===== src/rtl/sa_host_master_pkg.sv =====
// sa_host_master_pkg: host command opcodes, FSM states and accelerator address map.
package sa_host_master_pkg;
  typedef logic [31:0] word_t;
  typedef enum logic [1:0] {OP_WRITE = 2'd0, OP_READ = 2'd1, OP_START = 2'd2, OP_RSVD = 2'd3} host_op_t;
  typedef enum logic [2:0] {S_IDLE, S_WR, S_RD_A, S_RD_D, S_START, S_RSP} state_t;
  localparam word_t SA_CFG_INPUT  = 32'hF0000;
  localparam word_t SA_CFG_WEIGHT = 32'hF0001;
  localparam word_t SA_CFG_OUTPUT = 32'hF0003;
  localparam word_t SA_START_ADDR = 32'h100000;
endpackage


===== src/rtl/sa_host_master_if.sv =====
// sa_host_master_if: AW/W/AR/R slave-port signals of the accelerator.
interface sa_host_master_if #(parameter int ADDR_W = 32, parameter int DATA_W = 32);
  logic              AWVALID, AWREADY;
  logic [ADDR_W-1:0] AWADDR;
  logic              WDVALID, WDREADY;
  logic [DATA_W-1:0] WDATA;
  logic              ARVALID, ARREADY;
  logic [ADDR_W-1:0] ARADDR;
  logic              RDVALID, RDREADY;
  logic [DATA_W-1:0] RDATA;
  modport master (output AWVALID, AWADDR, WDVALID, WDATA, ARVALID, ARADDR, RDREADY,
                  input AWREADY, WDREADY, ARREADY, RDVALID, RDATA);
  modport slave  (input AWVALID, AWADDR, WDVALID, WDATA, ARVALID, ARADDR, RDREADY,
                  output AWREADY, WDREADY, ARREADY, RDVALID, RDATA);
endinterface


===== src/rtl/sa_host_master.sv =====
// sa_host_master: turns WRITE/READ/START commands into accelerator bus handshakes with timeout.
module sa_host_master
  import sa_host_master_pkg::*;
#(
  parameter int ADDR_W  = 32,
  parameter int DATA_W  = 32,
  parameter int TIMEOUT = 65535
) (
  input  logic              clk,
  input  logic              n_rst,
  input  logic              cmd_valid,
  output logic              cmd_ready,
  input  host_op_t          cmd_op,
  input  logic [ADDR_W-1:0] cmd_addr,
  input  logic [DATA_W-1:0] cmd_data,
  output logic              rsp_valid,
  input  logic              rsp_ready,
  output logic [DATA_W-1:0] rsp_data,
  output logic              rsp_err,
  sa_host_master_if.master  bus
);
  state_t      state_q;
  logic        aw_done_q, w_done_q;
  logic [31:0] cnt_q;
  logic        aw_hit, w_hit, busy, tmo, done, fin;
  always_comb begin
    aw_hit = bus.AWVALID & bus.AWREADY;
    w_hit  = bus.WDVALID & bus.WDREADY;
    busy   = state_q inside {S_WR, S_RD_A, S_RD_D, S_START};
    tmo    = busy && TIMEOUT != 0 && cnt_q == 32'(TIMEOUT - 1);
    done   = state_q == S_WR    ? (aw_done_q | aw_hit) & (w_done_q | w_hit) :
             state_q == S_RD_D  ? bus.RDVALID :
             state_q == S_START ? bus.WDREADY : 1'b0;
    // a handshake landing on the last allowed cycle beats the timeout
    fin    = done | (tmo & ~(state_q == S_RD_A & bus.ARREADY));
  end
  always_ff @(posedge clk or negedge n_rst) begin
    if (!n_rst) begin
      state_q     <= S_IDLE;
      cnt_q       <= '0;
      aw_done_q   <= 1'b0;
      w_done_q    <= 1'b0;
      cmd_ready   <= 1'b0;
      rsp_valid   <= 1'b0;
      rsp_err     <= 1'b0;
      rsp_data    <= '0;
      bus.AWVALID <= 1'b0;
      bus.AWADDR  <= '0;
      bus.WDVALID <= 1'b0;
      bus.WDATA   <= '0;
      bus.ARVALID <= 1'b0;
      bus.ARADDR  <= '0;
      bus.RDREADY <= 1'b0;
    end else begin
      cnt_q <= busy ? cnt_q + 32'd1 : '0;
      case (state_q)
        S_IDLE: if (cmd_valid && cmd_ready) begin
          cmd_ready <= 1'b0;
          aw_done_q <= 1'b0;
          w_done_q  <= 1'b0;
          case (cmd_op)
            OP_WRITE: begin
              state_q     <= S_WR;
              bus.AWVALID <= 1'b1;
              bus.AWADDR  <= cmd_addr;
              bus.WDVALID <= 1'b1;
              bus.WDATA   <= cmd_data;
            end
            OP_READ: begin
              state_q     <= S_RD_A;
              bus.ARVALID <= 1'b1;
              bus.ARADDR  <= cmd_addr;
            end
            OP_START: begin
              state_q     <= S_START;
              bus.AWVALID <= 1'b1;
              bus.AWADDR  <= ADDR_W'(SA_START_ADDR);
            end
            default: begin
              state_q   <= S_RSP;
              rsp_valid <= 1'b1;
              rsp_err   <= 1'b1;
            end
          endcase
        end else cmd_ready <= 1'b1;
        S_WR: begin
          if (aw_hit) begin
            bus.AWVALID <= 1'b0;
            aw_done_q   <= 1'b1;
          end
          if (w_hit) begin
            bus.WDVALID <= 1'b0;
            w_done_q    <= 1'b1;
          end
        end
        S_RD_A: if (bus.ARREADY) begin
          state_q     <= S_RD_D;
          cnt_q       <= '0;
          bus.ARVALID <= 1'b0;
          bus.RDREADY <= 1'b1;
        end
        S_RSP: if (rsp_ready) begin
          state_q   <= S_IDLE;
          cmd_ready <= 1'b1;
          rsp_valid <= 1'b0;
          rsp_err   <= 1'b0;
          rsp_data  <= '0;
        end
        default: ;
      endcase
      if (fin) begin
        state_q     <= S_RSP;
        cnt_q       <= '0;
        bus.AWVALID <= 1'b0;
        bus.WDVALID <= 1'b0;
        bus.ARVALID <= 1'b0;
        bus.RDREADY <= 1'b0;
        rsp_valid   <= 1'b1;
        rsp_err     <= ~done;
        rsp_data    <= (state_q == S_RD_D && done) ? bus.RDATA : '0;
      end
    end
  end
endmodule

===== src/flat_wrapper.sv =====
// flat-port wrapper written by rule: the top's interface ports become plain ports
module sa_host_master_flat import sa_host_master_pkg::*;
#(
  parameter int ADDR_W  = 32,
  parameter int DATA_W  = 32,
  parameter int TIMEOUT = 65535
)
  (clk, n_rst, cmd_valid, cmd_ready, cmd_op, cmd_addr, cmd_data, rsp_valid, rsp_ready, rsp_data, rsp_err, bus_AWVALID, bus_AWADDR, bus_WDVALID, bus_WDATA, bus_ARVALID, bus_ARADDR, bus_RDREADY, bus_AWREADY, bus_WDREADY, bus_ARREADY, bus_RDVALID, bus_RDATA);
  sa_host_master_if #(.ADDR_W(ADDR_W), .DATA_W(DATA_W)) bus_i ();
  input  logic clk;
  input  logic n_rst;
  input  logic cmd_valid;
  output logic cmd_ready;
  input  host_op_t cmd_op;
  input  logic [ADDR_W-1:0] cmd_addr;
  input  logic [DATA_W-1:0] cmd_data;
  output logic rsp_valid;
  input  logic rsp_ready;
  output logic [DATA_W-1:0] rsp_data;
  output logic rsp_err;
  output wire logic [$bits(bus_i.AWVALID)-1:0] bus_AWVALID;
  output wire logic [$bits(bus_i.AWADDR)-1:0] bus_AWADDR;
  output wire logic [$bits(bus_i.WDVALID)-1:0] bus_WDVALID;
  output wire logic [$bits(bus_i.WDATA)-1:0] bus_WDATA;
  output wire logic [$bits(bus_i.ARVALID)-1:0] bus_ARVALID;
  output wire logic [$bits(bus_i.ARADDR)-1:0] bus_ARADDR;
  output wire logic [$bits(bus_i.RDREADY)-1:0] bus_RDREADY;
  input wire logic [$bits(bus_i.AWREADY)-1:0] bus_AWREADY;
  input wire logic [$bits(bus_i.WDREADY)-1:0] bus_WDREADY;
  input wire logic [$bits(bus_i.ARREADY)-1:0] bus_ARREADY;
  input wire logic [$bits(bus_i.RDVALID)-1:0] bus_RDVALID;
  input wire logic [$bits(bus_i.RDATA)-1:0] bus_RDATA;
  assign bus_AWVALID = bus_i.AWVALID;
  assign bus_AWADDR = bus_i.AWADDR;
  assign bus_WDVALID = bus_i.WDVALID;
  assign bus_WDATA = bus_i.WDATA;
  assign bus_ARVALID = bus_i.ARVALID;
  assign bus_ARADDR = bus_i.ARADDR;
  assign bus_RDREADY = bus_i.RDREADY;
  assign bus_i.AWREADY = bus_AWREADY;
  assign bus_i.WDREADY = bus_WDREADY;
  assign bus_i.ARREADY = bus_ARREADY;
  assign bus_i.RDVALID = bus_RDVALID;
  assign bus_i.RDATA = bus_RDATA;
  sa_host_master #(.ADDR_W(ADDR_W), .DATA_W(DATA_W), .TIMEOUT(TIMEOUT)) u_core (.clk(clk), .n_rst(n_rst), .cmd_valid(cmd_valid), .cmd_ready(cmd_ready), .cmd_op(cmd_op), .cmd_addr(cmd_addr), .cmd_data(cmd_data), .rsp_valid(rsp_valid), .rsp_ready(rsp_ready), .rsp_data(rsp_data), .rsp_err(rsp_err), .bus(bus_i));
endmodule

===== config.mk =====
export PLATFORM = sky130hd
export DESIGN_NAME = sa_host_master_flat
export DESIGN_NICKNAME = d
export VERILOG_FILES = /design/src/rtl/sa_host_master_pkg.sv /design/src/rtl/sa_host_master_if.sv /design/src/rtl/sa_host_master.sv /design/src/flat_wrapper.sv
export SDC_FILE = /design/constraint.sdc
export NUM_CORES = 1
export LEC_CHECK = 0
export CAP_MARGIN = 20
export CORE_ASPECT_RATIO = 1.4
export CORE_UTILIZATION = 45
export CTS_CLUSTER_SIZE = 40
export DETAILED_ROUTE_END_ITERATION = 10
export PLACE_DENSITY_LB_ADDON = 0.3
export SYNTH_ARGS = -nofsm -noshare
export SYNTH_HDL_FRONTEND = slang
export SYNTH_SLANG_ARGS = --single-unit

===== constraint.sdc =====
create_clock -name clk -period 2.25 [get_ports clk]
set_input_delay 0.3375 -clock clk [delete_from_list [all_inputs] [get_ports clk]]
set_output_delay 0.3375 -clock clk [all_outputs]
set_load 0.02 [all_outputs]

==> reports/summary.txt <==
TritonCTS Sinks - 172
Final worst slack - 0.0798 ns
Rel. slew slack - 65.2%
Routability cong. - 0.841
Clk root buf - clkbuf_16
DRT iter0 DRCs - 291
Vias - 5600
H-tree depth - 4
Pwr dens - 1310 nW/µm²
FFs w/ async S/R, synth - 100%
DRT Pass-1 Iters - 4
Io pins - 241
Share of layout cells above drive strength 1 - 17.6%
Vias per inst - 5.52
Antenna-violating nets left - 0
Avg Synthesized Cell Area - 13.0 µm²
Pre-CTS setup slack - 0.0335 ns
Met3 wire length - 1020 µm
Max stage delay on crit path - 0.47 ns
IO Port Bufs - 240
GR Util All Layers - 24.4%
Die width - 108 µm
Total Wirelength - 19400 µm
CTS buffer count - 17
Number of remaining DRC errors - 0
Core Area - 15200 µm²
Post-CTS setup buffers - 0
CP top delay family - simple AND/OR/NAND/NOR gates
Clock tree from TritonCTS - done
Hold crit path type - input port to async pin
Sequential area share after synthesis - 60.9%
Hold Fails Final Rpt - 0
Initial antenna violation count - 0
Die Height - 150 µm
Final min period - 2.17 ns
Fmax - 461 MHz
Syn nets - 659
Util after Layout - 69.3%
CP arrival - 2.46 ns
Peak VDD IR - 0.000627 V
Worst slew pin tran - 0.520 ns
Layout Skew - 0.0182 ns
Final TNS setup - 0 ns
Synth Register Bits - 172
First-pass GRT wire length - 30100 µm
Yosys warning count - 0
DPL Wire Length - 13900 µm
Worst-path maximum fanout - 25
Slowest stage cell on the critical path - nor4_1
Metal-1 WL - 7480 µm
Crit path kind - flop to flop
Die footprint - 16200 µm²
Worst skew pair latency - 0.42 ns
Final nets - 923
Row cnt - 53
Max-Cap Viols - 0
Final setup fails - 0
Remaining Overflow, GRT - 0
Initial Util - 46.5%
Most frequently used flop master after synthesis - dfrtp_1
Wire length on met2 - 10300 µm
Max-slew violations - 0
Mapped cell area - 7060 µm²
Sum of buffers and inverters on the critical path - 2
Pleak - 4.62 nW
Syn Inst Count - 545
Post-CTS Resized - 0
Worst setup EP type - flop
Critical path required time - 2.54 ns
Post-synth EDFFs - 0
Reg clk slew, reported paths - 0.07 ns
Layout filler cell count - 1108
Uppermost layer routed - met4
Max Root-Sink Buffers - 2
Layout area overhead - 49.0%
Startpoint types - flop
Status - finished clean
Largest net degree at the start of global routing - 53
Vias in the first global route - 5748
Wire per inst - 19.1 µm
Critical Path, Cell by Cell - nor4_1 -> nand4_1 -> a2111oi_4 -> buf_4 -> a211o_1 -> buf_12 -> a21oi_1
Synth unique cells - 53
Period utilisation layout - 96.5%
RSZ-0062 raised after global routing - false
Diode count - 0
-- final cells by class --
| class | count | area (µm²) | share of cell area (%) |
|---|---|---|---|
| repair buffers | 274 | 2760 | 26.2 |
| multi-input cells | 332 | 2600 | 24.7 |
| flip-flops and latches | 172 | 4300 | 40.9 |
| clock inverters | 15 | 141 | 1.34 |
| inverters | 12 | 45.0 | 0.428 |
| well taps | 192 | 240 | 2.28 |
| clock buffers | 17 | 425 | 4.04 |
-- timing repair --
action	4_1_cts	5_1_grt
hold endpoints to repair	49	0
hold buffers	1	0
setup endpoints to repair	0	32
-- kinds of logic after synthesis --
| group | Yosys count | share of synthesized area (%) |
|---|---|---|
| compound gates | 103 | 12.1 |
| xor+xnor | 28 | 3.47 |
| fa+ha+maj | 8 | 1.42 |
| buf+inv | 41 | 2.37 |
| flops | 172 | 60.9 |
| mux | 64 | 10.2 |
| simple gates | 129 | 9.50 |
-- flip-flops by register name, summed over array words and instances, names as in the netlist --
| signal | flops |
|---|---|
| u_core.bus.ARADDR | 32 |
| u_core.bus.AWADDR | 32 |
| u_core.bus.WDATA | 32 |
| u_core.cnt_q | 32 |
| u_core.rsp_data | 32 |
| u_core.state_q | 3 |
| u_core.aw_done_q | 1 |
| u_core.bus.ARVALID | 1 |
| u_core.bus.AWVALID | 1 |
| u_core.bus.RDREADY | 1 |
| u_core.bus.WDVALID | 1 |
| u_core.cmd_ready | 1 |
| u_core.rsp_err | 1 |
| u_core.rsp_valid | 1 |
| u_core.w_done_q | 1 |
-- report_power, final --
part           total (W)  switching (W)  internal (W)
clock network    0.00286        0.00138       0.00148
registers        0.00486       0.000681       0.00418
logic            0.00606        0.00295       0.00311
-- Yosys cell counts, types with 2 or more instances --
library cell	count	share of area (%)
nor2b_1	3	0.27
o21ai_0	3	0.21
a22o_1	63	7.8
a21o_1	2	0.21
nor2_1	44	2.3
nor3_1	11	0.78
nand2_1	20	1.1
or2_2	2	0.18
xor2_1	9	1.1
dfrtp_1	172	61
clkbuf_1	14	0.74
mux2_2	64	10
and4_4	2	0.32
buf_1	4	0.21
or4_4	2	0.32
and3_1	4	0.35
and2_1	3	0.27
inv_1	12	0.64
nand4_1	6	0.53
or3_1	2	0.18
a32o_1	3	0.43
o211ai_1	2	0.21
xnor2_1	19	2.4
buf_2	11	0.78
ha_1	8	1.4
nor4_1	9	0.80
nand3_1	13	0.92
o31ai_1	4	0.43
a21oi_1	10	0.71
-- path summary, 6_finish.rpt --
path | to | slack [ns] | from | depth (start not counted)
worst max-delay path | u_core.cnt_q[29] | 0.08 | u_core.cnt_q[28] | 7
max in group asynchronous | u_core.rsp_data[17] | 0.91 | n_rst | 3
worst max register to register | u_core.cnt_q[29] | 0.08 | u_core.cnt_q[28] | 7
worst min register to register | u_core.rsp_data[22] | 0.50 | u_core.rsp_data[22] | 1
worst min-delay path | u_core.bus.ARADDR[2] | 0.43 | n_rst | 2
min in group clk | u_core.rsp_data[22] | 0.50 | u_core.rsp_data[22] | 1
-- stage by stage --
| stage | instances | area [µm²] | hold slack [ns] | total power (W) |
|---|---|---|---|---|
| 6_report | 1014 | 10500 | 0.432 | 0.0138 |
| 5_1_grt | 1014 | 10500 | 0.462 | 0.0144 |
| 4_1_cts | 1014 | 10500 | 0.445 | 0.0139 |
| 3_5_place_dp | 981 | 9940 | 0.326 | 0.0110 |
| 3_3_place_gp | 981 | 9940 | 0.317 | 0.0107 |
| 2_1_floorplan | 545 | 7060 | 0.0419 | 0.00778 |
-- cells in the final DEF (no fill, tap or decap), types with 7 or more instances in the layout --
cell / instances
clkdlybuf4s50_1: 239
nand3_1: 13
clkbuf_16: 17
buf_12: 8
nor3_1: 11
a22o_1: 63
buf_4: 25
nand2_1: 20
nor2_1: 43
inv_1: 12
inv_6: 7
a21oi_1: 10
ha_1: 8
nor4_1: 9
xnor2_1: 19
xor2_1: 9
mux2_2: 64
dfrtp_1: 172
-- routing by layer --
| metal | vias up | GRT usage [%] |
|---|---|---|
| li1 | 2506 | - |
| met1 | 2836 | 29.5 |
| met3 | 34 | 4.81 |
| met2 | 224 | 42.1 |
| met5 | - | 0 |
| met4 | 0 | 10.8 |
Power figures use the tool's default switching activity.
